$ cat src/rtl/multicycle_control_pkg.sv
// Shared definitions for the multi-cycle MIPS control unit: opcodes,
// FSM state encoding and datapath select codes.
package multicycle_control_pkg;

  localparam logic [5:0] OP_RTYPE = 6'b000000;
  localparam logic [5:0] OP_LW    = 6'b100011;
  localparam logic [5:0] OP_SW    = 6'b101011;
  localparam logic [5:0] OP_BEQ   = 6'b000100;
  localparam logic [5:0] OP_J     = 6'b000010;
  localparam logic [5:0] OP_ADDI  = 6'b001000;

  localparam logic [1:0] ALUOP_ADD   = 2'b00;
  localparam logic [1:0] ALUOP_SUB   = 2'b01;
  localparam logic [1:0] ALUOP_FUNCT = 2'b10;

  localparam logic [1:0] ALUSRCB_B     = 2'b00;
  localparam logic [1:0] ALUSRCB_FOUR  = 2'b01;
  localparam logic [1:0] ALUSRCB_SEXT  = 2'b10;
  localparam logic [1:0] ALUSRCB_SEXT2 = 2'b11;

  localparam logic [1:0] PCSRC_ALU    = 2'b00;
  localparam logic [1:0] PCSRC_ALUOUT = 2'b01;
  localparam logic [1:0] PCSRC_JUMP   = 2'b10;

  typedef enum logic [3:0] {
    ST_FETCH  = 4'd0,
    ST_DECODE = 4'd1,
    ST_MEMADR = 4'd2,
    ST_MEMRD  = 4'd3,
    ST_MEMWB  = 4'd4,
    ST_MEMWR  = 4'd5,
    ST_EXEC   = 4'd6,
    ST_ALUWB  = 4'd7,
    ST_BRANCH = 4'd8,
    ST_JUMP   = 4'd9,
    ST_ADDIEX = 4'd10,
    ST_ADDIWB = 4'd11
  } state_t;

endpackage

$ cat src/rtl/multicycle_control_mem_wait_counter.sv
// Memory wait counter: counts cycles spent in a memory-access state and
// flags the final cycle so the FSM knows when the access completes.
module mem_wait_counter #(
  parameter int MEM_LAT = 1,
  parameter int CNT_W   = 4
) (
  input  logic clk,
  input  logic rst,
  input  logic clr,
  input  logic en,
  output logic last
);

  logic [CNT_W-1:0] r_cnt;

  // Count up while waiting; cleared on reset and on every state change.
  always_ff @(posedge clk) begin
    if (!rst || clr) begin
      r_cnt <= '0;
    end else if (en && !last) begin
      r_cnt <= r_cnt + 1'b1;
    end
  end

  // With MEM_LAT=1 this is always true and the counter never leaves 0.
  always_comb begin
    last = (r_cnt == CNT_W'(MEM_LAT - 1));
  end

endmodule

$ cat src/rtl/multicycle_control.sv
// Moore control FSM for the multi-cycle MIPS datapath. Memory states
// (FETCH/MEMRD/MEMWR) last MEM_LAT cycles; all outputs decode from state
// plus the wait-counter's last flag, with zero gating pc_load in BRANCH.
module multicycle_control
  import multicycle_control_pkg::*;
#(
  parameter int MEM_LAT = 1,
  parameter int CNT_W   = 4
) (
  input  logic       clk,
  input  logic       rst,
  input  logic [5:0] opcode,
  input  logic       zero,
  output logic       pc_load,
  output logic       ir_load,
  output logic       mdr_load,
  output logic       ab_load,
  output logic       aluout_load,
  output logic       mem_read,
  output logic       mem_write,
  output logic       iord,
  output logic       reg_write,
  output logic       regdst,
  output logic       memtoreg,
  output logic       alusrca,
  output logic [1:0] alusrcb,
  output logic [1:0] aluop,
  output logic [1:0] pcsrc,
  output logic       done,
  output logic       illegal
);

  state_t r_state;
  state_t w_next;
  logic   w_last;
  logic   w_clr;
  logic   w_en;

  assign w_en  = (r_state == ST_FETCH) || (r_state == ST_MEMRD) || (r_state == ST_MEMWR);
  assign w_clr = (w_next != r_state);

  mem_wait_counter #(
    .MEM_LAT(MEM_LAT),
    .CNT_W  (CNT_W)
  ) u_wait (
    .clk (clk),
    .rst (rst),
    .clr (w_clr),
    .en  (w_en),
    .last(w_last)
  );

  // State register; reset aborts any instruction in flight.
  always_ff @(posedge clk) begin
    if (!rst) begin
      r_state <= ST_FETCH;
    end else begin
      r_state <= w_next;
    end
  end

  // Next-state sequencing; memory states hold until the wait counter expires.
  always_comb begin
    w_next = r_state;
    case (r_state)
      ST_FETCH:  if (w_last) w_next = ST_DECODE;
      ST_DECODE: begin
        case (opcode)
          OP_RTYPE:     w_next = ST_EXEC;
          OP_LW, OP_SW: w_next = ST_MEMADR;
          OP_BEQ:       w_next = ST_BRANCH;
          OP_J:         w_next = ST_JUMP;
          OP_ADDI:      w_next = ST_ADDIEX;
          default:      w_next = ST_FETCH;
        endcase
      end
      ST_MEMADR: w_next = (opcode == OP_SW) ? ST_MEMWR : ST_MEMRD;
      ST_MEMRD:  if (w_last) w_next = ST_MEMWB;
      ST_MEMWR:  if (w_last) w_next = ST_FETCH;
      ST_EXEC:   w_next = ST_ALUWB;
      ST_ADDIEX: w_next = ST_ADDIWB;
      default:   w_next = ST_FETCH;
    endcase
  end

  // Moore output decode; everything is held at 0 while reset is asserted.
  always_comb begin
    pc_load     = 1'b0;
    ir_load     = 1'b0;
    mdr_load    = 1'b0;
    ab_load     = 1'b0;
    aluout_load = 1'b0;
    mem_read    = 1'b0;
    mem_write   = 1'b0;
    iord        = 1'b0;
    reg_write   = 1'b0;
    regdst      = 1'b0;
    memtoreg    = 1'b0;
    alusrca     = 1'b0;
    alusrcb     = ALUSRCB_B;
    aluop       = ALUOP_ADD;
    pcsrc       = PCSRC_ALU;
    done        = 1'b0;
    illegal     = 1'b0;
    if (rst) begin
      case (r_state)
        ST_FETCH: begin
          mem_read = 1'b1;
          alusrcb  = ALUSRCB_FOUR;
          ir_load  = w_last;
          pc_load  = w_last;
        end
        ST_DECODE: begin
          ab_load     = 1'b1;
          aluout_load = 1'b1;
          alusrcb     = ALUSRCB_SEXT2;
          if (!(opcode == OP_RTYPE || opcode == OP_LW || opcode == OP_SW ||
                opcode == OP_BEQ || opcode == OP_J || opcode == OP_ADDI)) begin
            illegal = 1'b1;
            done    = 1'b1;
          end
        end
        ST_MEMADR: begin
          alusrca     = 1'b1;
          alusrcb     = ALUSRCB_SEXT;
          aluout_load = 1'b1;
        end
        ST_MEMRD: begin
          mem_read = 1'b1;
          iord     = 1'b1;
          mdr_load = w_last;
        end
        ST_MEMWB: begin
          reg_write = 1'b1;
          memtoreg  = 1'b1;
          done      = 1'b1;
        end
        ST_MEMWR: begin
          mem_write = 1'b1;
          iord      = 1'b1;
          done      = w_last;
        end
        ST_EXEC: begin
          alusrca     = 1'b1;
          aluop       = ALUOP_FUNCT;
          aluout_load = 1'b1;
        end
        ST_ALUWB: begin
          reg_write = 1'b1;
          regdst    = 1'b1;
          done      = 1'b1;
        end
        ST_BRANCH: begin
          alusrca = 1'b1;
          aluop   = ALUOP_SUB;
          pcsrc   = PCSRC_ALUOUT;
          pc_load = zero;
          done    = 1'b1;
        end
        ST_JUMP: begin
          pcsrc   = PCSRC_JUMP;
          pc_load = 1'b1;
          done    = 1'b1;
        end
        ST_ADDIEX: begin
          alusrca     = 1'b1;
          alusrcb     = ALUSRCB_SEXT;
          aluout_load = 1'b1;
        end
        ST_ADDIWB: begin
          reg_write = 1'b1;
          done      = 1'b1;
        end
        default: begin
          pc_load = 1'b0;
        end
      endcase
    end
  end

endmodule

$ cat config.mk
export PLATFORM = sky130hd
export DESIGN_NAME = multicycle_control
export DESIGN_NICKNAME = d
export VERILOG_FILES = /design/src/rtl/multicycle_control_pkg.sv /design/src/rtl/multicycle_control_mem_wait_counter.sv /design/src/rtl/multicycle_control.sv
export SDC_FILE = /design/constraint.sdc
export NUM_CORES = 1
export LEC_CHECK = 0
export CORE_MARGIN = 5
export CORE_UTILIZATION = 52
export CTS_CLUSTER_DIAMETER = 120
export DETAILED_ROUTE_END_ITERATION = 8
export GPL_TIMING_DRIVEN = 0
export HOLD_SLACK_MARGIN = 0.06
export MAX_ROUTING_LAYER = met4
export PLACE_DENSITY_LB_ADDON = 0.1
export RECOVER_POWER = 25
export SLEW_MARGIN = 20
export SYNTH_ARGS = -nofsm -noshare
export SYNTH_HDL_FRONTEND = slang
export SYNTH_SLANG_ARGS = --single-unit
$ cat constraint.sdc
create_clock -name clk -period 4.9 [get_ports clk]
set_input_delay 0.735 -clock clk [delete_from_list [all_inputs] [get_ports clk]]
set_output_delay 0.735 -clock clk [all_outputs]
set_load 0.02 [all_outputs]
# [After elaboration in Yosys (flattened, before gate mapping)]
# Index checks and enable logic that the tools add are counted.
[word_totals] input_bits=9 ff_bits=8 mem_count=0 word_cells=83 ramBits=0 output_inout_bits=20 mem_bits_ro=0 latchBits=0
[classes] magnitude_cmp=0 n_reduce_logical=22 multipliers=0 n_div=0 n_eq_ne=17 bitwise=0 n_addsub=1 muxes=41 shifts=0
[op_table] operator="4-bit one-hot mux with 7 select lines" n=1
[op_table] operator="1-bit 2-to-1 mux" n=27
[op_table] operator="4-bit one-hot mux with 5 select lines" n=1
[op_table] operator="4-bit by 3-bit == test with 1-bit output (second input constant)" n=4
[op_table] operator="4-bit == test (second input constant)" n=4
[op_table] operator="6-bit == test (second input constant)" n=2
[op_table] operator="4-bit 2-to-1 mux" n=3
[op_table] operator="4-bit by 2-bit == test with 1-bit output (second input constant)" n=2
[op_table] operator="4-bit logical NOT" n=2
[op_table] operator="1-bit logical OR" n=8
[op_table] operator="2-bit one-hot mux with 2 select lines" n=2
[op_table] operator="2-bit OR reduction" n=4
[op_table] operator="4-bit OR reduction" n=2
[op_table] operator="6-bit by 2-bit == test with 1-bit output (second input constant)" n=1
[op_table] operator="6-bit by 3-bit == test with 1-bit output (second input constant)" n=1
[op_table] operator="6-bit by 4-bit == test with 1-bit output (second input constant)" n=1
[op_table] operator="6-bit logical NOT" n=1
[op_table] operator="2-bit 2-to-1 mux" n=3
[op_table] operator="1-bit one-hot mux with 3 select lines" n=2
[op_table] operator="2-bit one-hot mux with 3 select lines" n=1
[op_table] operator="5-bit OR reduction" n=1
[op_table] operator="4-bit by 1-bit adder with 4-bit output (second input constant)" n=1
[op_table] operator="4-bit by 1-bit == test with 1-bit output (second input constant)" n=1
[op_table] operator="4-bit != test" n=1
[op_table] operator="other kinds (4)" n=5

# [Depth between registers and ports, before layout]
[depth] word_depth=9 ltp_mapped=7 depth_no_buf=7

# [Hierarchy]
# From an unflattened synthesis, not the netlist that was laid out.
[hier_totals] hier_cells=137 hier_area_um2=910.9
[by_module_without_submodules] mod="multicycle_control" area_each_um2=701.9 instances=1 cells_each=112 seq_area_each_um2=80.1
[by_module_without_submodules] mod="mem_wait_counter" area_each_um2=209.0 instances=1 cells_each=25 seq_area_each_um2=80.1

# [Worst setup path after synthesis]
# Ideal clock, no wire load.
[synth_timing] kind="input port to output port" from="in rst" to="out done" slack_ns=1.914 required_ns=4.165 path_buffers=1 t_arrival_ns=2.251 stages=5 path_cell_list="clkbuf_1 nand2_1 nor3_1 and4bb_1 a21o_1"
[synth_via] elab_chain_cells=1
[synth_lines] element="start, declared" line_no="multicycle_control.sv:11" source="input logic rst,"
[synth_lines] element="1-bit 2-to-1 mux" line_no="multicycle_control.sv:105" source="if (rst) begin"
[synth_lines] element="end, declared" line_no="multicycle_control.sv:29" source="output logic done,"
# Every way passes these cells.

# [Worst setup path after layout]
[layout_timing] from="in opcode[2]" to="out done"
[layout_via] elab_chain_cells=9 elab_cells_between_ends=14 classes_between="eq/ne (5); mux (3); reduce/logical (6)"
[layout_lines] element="start, declared" line_no="multicycle_control.sv:12" source="input logic [5:0] opcode,"
[layout_lines] element="6-bit == test or 6-bit logical NOT (tied branches)" line_no="multicycle_control.sv:117" source="if (!(opcode == OP_RTYPE || opcode == OP_LW || opcode == OP_SW ||"
[layout_lines] element="1-bit logical OR (3 in a row)" line_no="multicycle_control.sv:117"
[layout_lines] element="1-bit logical OR" line_no="multicycle_control.sv:118" source="opcode == OP_BEQ || opcode == OP_J || opcode == OP_ADDI)) begin"
[layout_lines] element="1-bit logical OR *" line_no="multicycle_control.sv:118"
[layout_lines] element="1-bit 2-to-1 mux *" line_no="multicycle_control.sv:117"
[layout_lines] element="1-bit one-hot mux with 3 select lines *" line_no="multicycle_control.sv:106" source="case (r_state)"
[layout_lines] element="1-bit 2-to-1 mux *" line_no="multicycle_control.sv:105"
# Every way passes the cells marked *; elsewhere a longest branch is shown, timed or not.

==> run summary <==
In the final timing run, aggregate negative setup slack is 0 ns. The share of async-settable or async-resettable flops after synthesis was 0%. Counting every sink on the clock net gives 8. Summing every instance area after synthesis gives 0.00109 mm^2. Entering global routing, the biggest net connects 11 pins. The tools report the count of cells resized by post-cts repair as 0. Synthesis produced a netlist whose cell count is 150. Cells with a size suffix above 1 make up 13.9% of the layout.

Setup violations remaining at the end of the flow were counted as 0. The tools report the number of H-tree levels as 1. The most used flip-flop cell after synthesis is dfxtp_1. Counting the buffers created by CTS gives 3.

The highest clock rate is 265 MHz. The number of synthesized flops with an enable pin was 0. The category of the worst setup path launch point is a primary input.

The worst hold path passes through 2 cells. The initial standard-cell utilization of the core was 54.9%; the post-synthesis to final-layout area growth was 29.0%. Sequential cells were found to cover 14.7% of the synthesized design area. The average instance in the mapped netlist occupies 7.26 um^2. Port buffering added 27 buffers. The number of optimization iterations in the first detailed-route pass is 4. The initial antenna violation count came out at 0. STA classifies the critical path endpoint as an output pin. The tools report the worst max-slew margin expressed relative to the limit as 61.1%. Final worst setup slack: 1.12 ns.

The worst-case IR drop observed on VDD is 0.171 mV. The number of different library cells used by synthesis comes to 54. Data on the critical path is required at its endpoint by 4.16 ns.

The run finished with clean final reports. In the final design database the tool counted 193 nets. The post-CTS repair timing setup buffer count is 0, and the clock insertion delay at the later pin of the skew report is 0.26 ns. The logic depth of the worst register-to-register path was 7; the number of rows in the core area was 16. Once detailed placement completed, the half-perimeter wirelength came to 2.47 mm. Category of the most critical setup path: in -> out.

Prior to clock tree synthesis, the placed netlist has a worst setup slack of 1.39 ns. The number of buffers added to fix hold violations after cts is 0, and the starting DRC count in detailed routing is 46. The die boundary height is 55.8 um, and the total of max-cap violations is 0. In the routed design, unresolved DRC markers number 0.

The number of nets in the synthesized netlist is 161. The number of antenna-violating nets in the routed design is 0. Clock skew on the completed layout was measured at 0.0121 ns. The slew at the pin with the worst max-slew slack came out at 0.578 ns.

For the via count of the first global-routing pass, the log shows 1,129. The power density normalized to cell area was 133 mW/mm^2. For the total track usage, the log shows 21.7%. The width of the die is 55.8 um.

The wire length of the first global-routing pass is 5.38 mm. The highest fanout seen on the critical path is 6. The longest clock path from root to sink contains 2 buffers.

Summed over all cells, the static leakage comes to 0.517 nW. The total wire length is 3.14 mm. The setup slack of the worst register-to-register path was 2.91 ns; the detailed-route via count was 1,203. The tools report the yosys synthesis warning count as 0. The tools report the arrival time of data at the critical path endpoint as 3.04 ns. The worst hold path belongs to the class reg -> reg. After detailed routing, the number of vias per cell comes to 5.81.

The die covers 0.00311 mm^2. Weighted congestion reported at the end of routability-driven placement: 0.869. Clock tree synthesis selected as its root buffer the cell clkbuf_4.

After clock tree synthesis, the clock-pin slew on the worst setup and hold paths is 0.06 ns. The number of antenna diodes in the final layout is 0. Setup repair after global routing left no endpoint under its margin.

TritonCTS built the clock tree. The core region is 0.00198 mm^2. After detailed routing, the average wire length per cell comes to 15.2 um. The layout filler cell count came out at 167. Of the available clock period, the critical path in the final layout requires 77.1%. The clock period minus final worst setup slack works out to 3.78 ns. 29 I/O pins were placed. The logs give 0 for the max-slew violation total from the final report and 0 for the final number of hold-violating endpoints.

The total grt overflow came out at 0. The total of flip-flops plus latches after synthesis is 8.
cell usage in the layout (no fill, tap or decap), types with 4 or more instances in the layout:
cell and count:
o21ai_0 4, buf_6 6, inv_1 4, nand3_1 6, nor2_1 26, nand2_1 11, clkdlybuf4s50_1 25, nor4_1 5
nand2b_1 6, a21oi_1 5, nor3b_1 5, nor3_1 7, dfxtp_1 8
flip-flops by register name (all words and copies together) (netlist names):
register	cells
u_wait.r_cnt	4
r_state	4
per-layer routing:
layer | vias to the layer above | wire (um) | global-route usage [%]
met5 | - | 0 | -
met4 | 0 | 0 | 2.08
met3 | 0 | 258 | 4.87
met2 | 52 | 1580 | 36.5
met1 | 550 | 1300 | 27.3
li1 | 601 | - | -
kinds of logic (layout without fill, tap and decap cells):
family	after synthesis	in the layout	synth area share (%)
buf+inv	16	46	10.2
compound gates	27	27	17.7
fa+ha+maj	2	2	2.30
flops	8	8	14.7
mux	3	3	2.76
simple gates	89	89	48.3
xor+xnor	5	5	4.02
report_power, final:
part	total (mW)	switching, mW	internal, mW
Clock	0.0516	0.0235	0.0281
Combinational	0.0684	0.0384	0.0300
Sequential	0.0672	0.00107	0.0661
critical path, cell delays in order:
cell	delay, ns
dlygate4sd3_1	0.62
nor4_1	0.57
nand2_1	0.17
and4bb_1	0.26
a21o_1	0.16
clkdlybuf4s50_1	0.53
per-stage QoR:
| stage | util, % | hold WS, ns | std cells | power [mW] | cell area (um^2) |
|---|---|---|---|---|---|
| 2_1_floorplan | - | 0.527 | 150 | 0.109 | 1090 |
| 3_3_place_gp | 70.3 | 0.549 | 204 | 0.136 | 1390 |
| 3_5_place_dp | 70.3 | 0.574 | 204 | 0.137 | 1390 |
| 4_1_cts | 71.4 | 0.585 | 207 | 0.189 | 1420 |
| 5_1_grt | 70.8 | 0.620 | 207 | 0.198 | 1400 |
| 6_report | 70.8 | 0.583 | 207 | 0.187 | 1400 |
final cells by class:
type                       count  area, um^2  area share (%)
timing repair buffer          27         270            19.3
clock buffer                   3        22.5            1.60
multi-input combinational    126         806            57.4
inverter                       4        15.0            1.07
sequential                     8         160            11.4
buffer                        12        96.3            6.86
tap                           27        33.8            2.41
Yosys cell counts (3+ instances only):
cell      number  area share (%)
nor2b_1        3             1.7
nor2_1        26             9.0
mux2i_1        3             2.8
buf_6          6             6.2
nand2_1       11             3.8
clkbuf_1       3             1.0
o21ai_0        4             1.8
nor3b_1        5             3.4
nor4_1         4             2.3
xnor2_1        3             2.4
a21oi_1        5             2.3
nand3_1        6             2.8
a22oi_1        3             2.1
nor3_1         7             3.2
inv_1          4             1.4
dfxtp_1        8              15
nand2b_1       6             3.4
final timing paths:
path / endpoint / start
worst max-delay path: done / opcode[2]
worst min-delay path: u_wait.r_cnt[1] / u_wait.r_cnt[1]
worst max register to register: u_wait.r_cnt[2] / u_wait.r_cnt[0]
worst min register to register: u_wait.r_cnt[1] / u_wait.r_cnt[1]
Power figures use the tool's default switching activity.
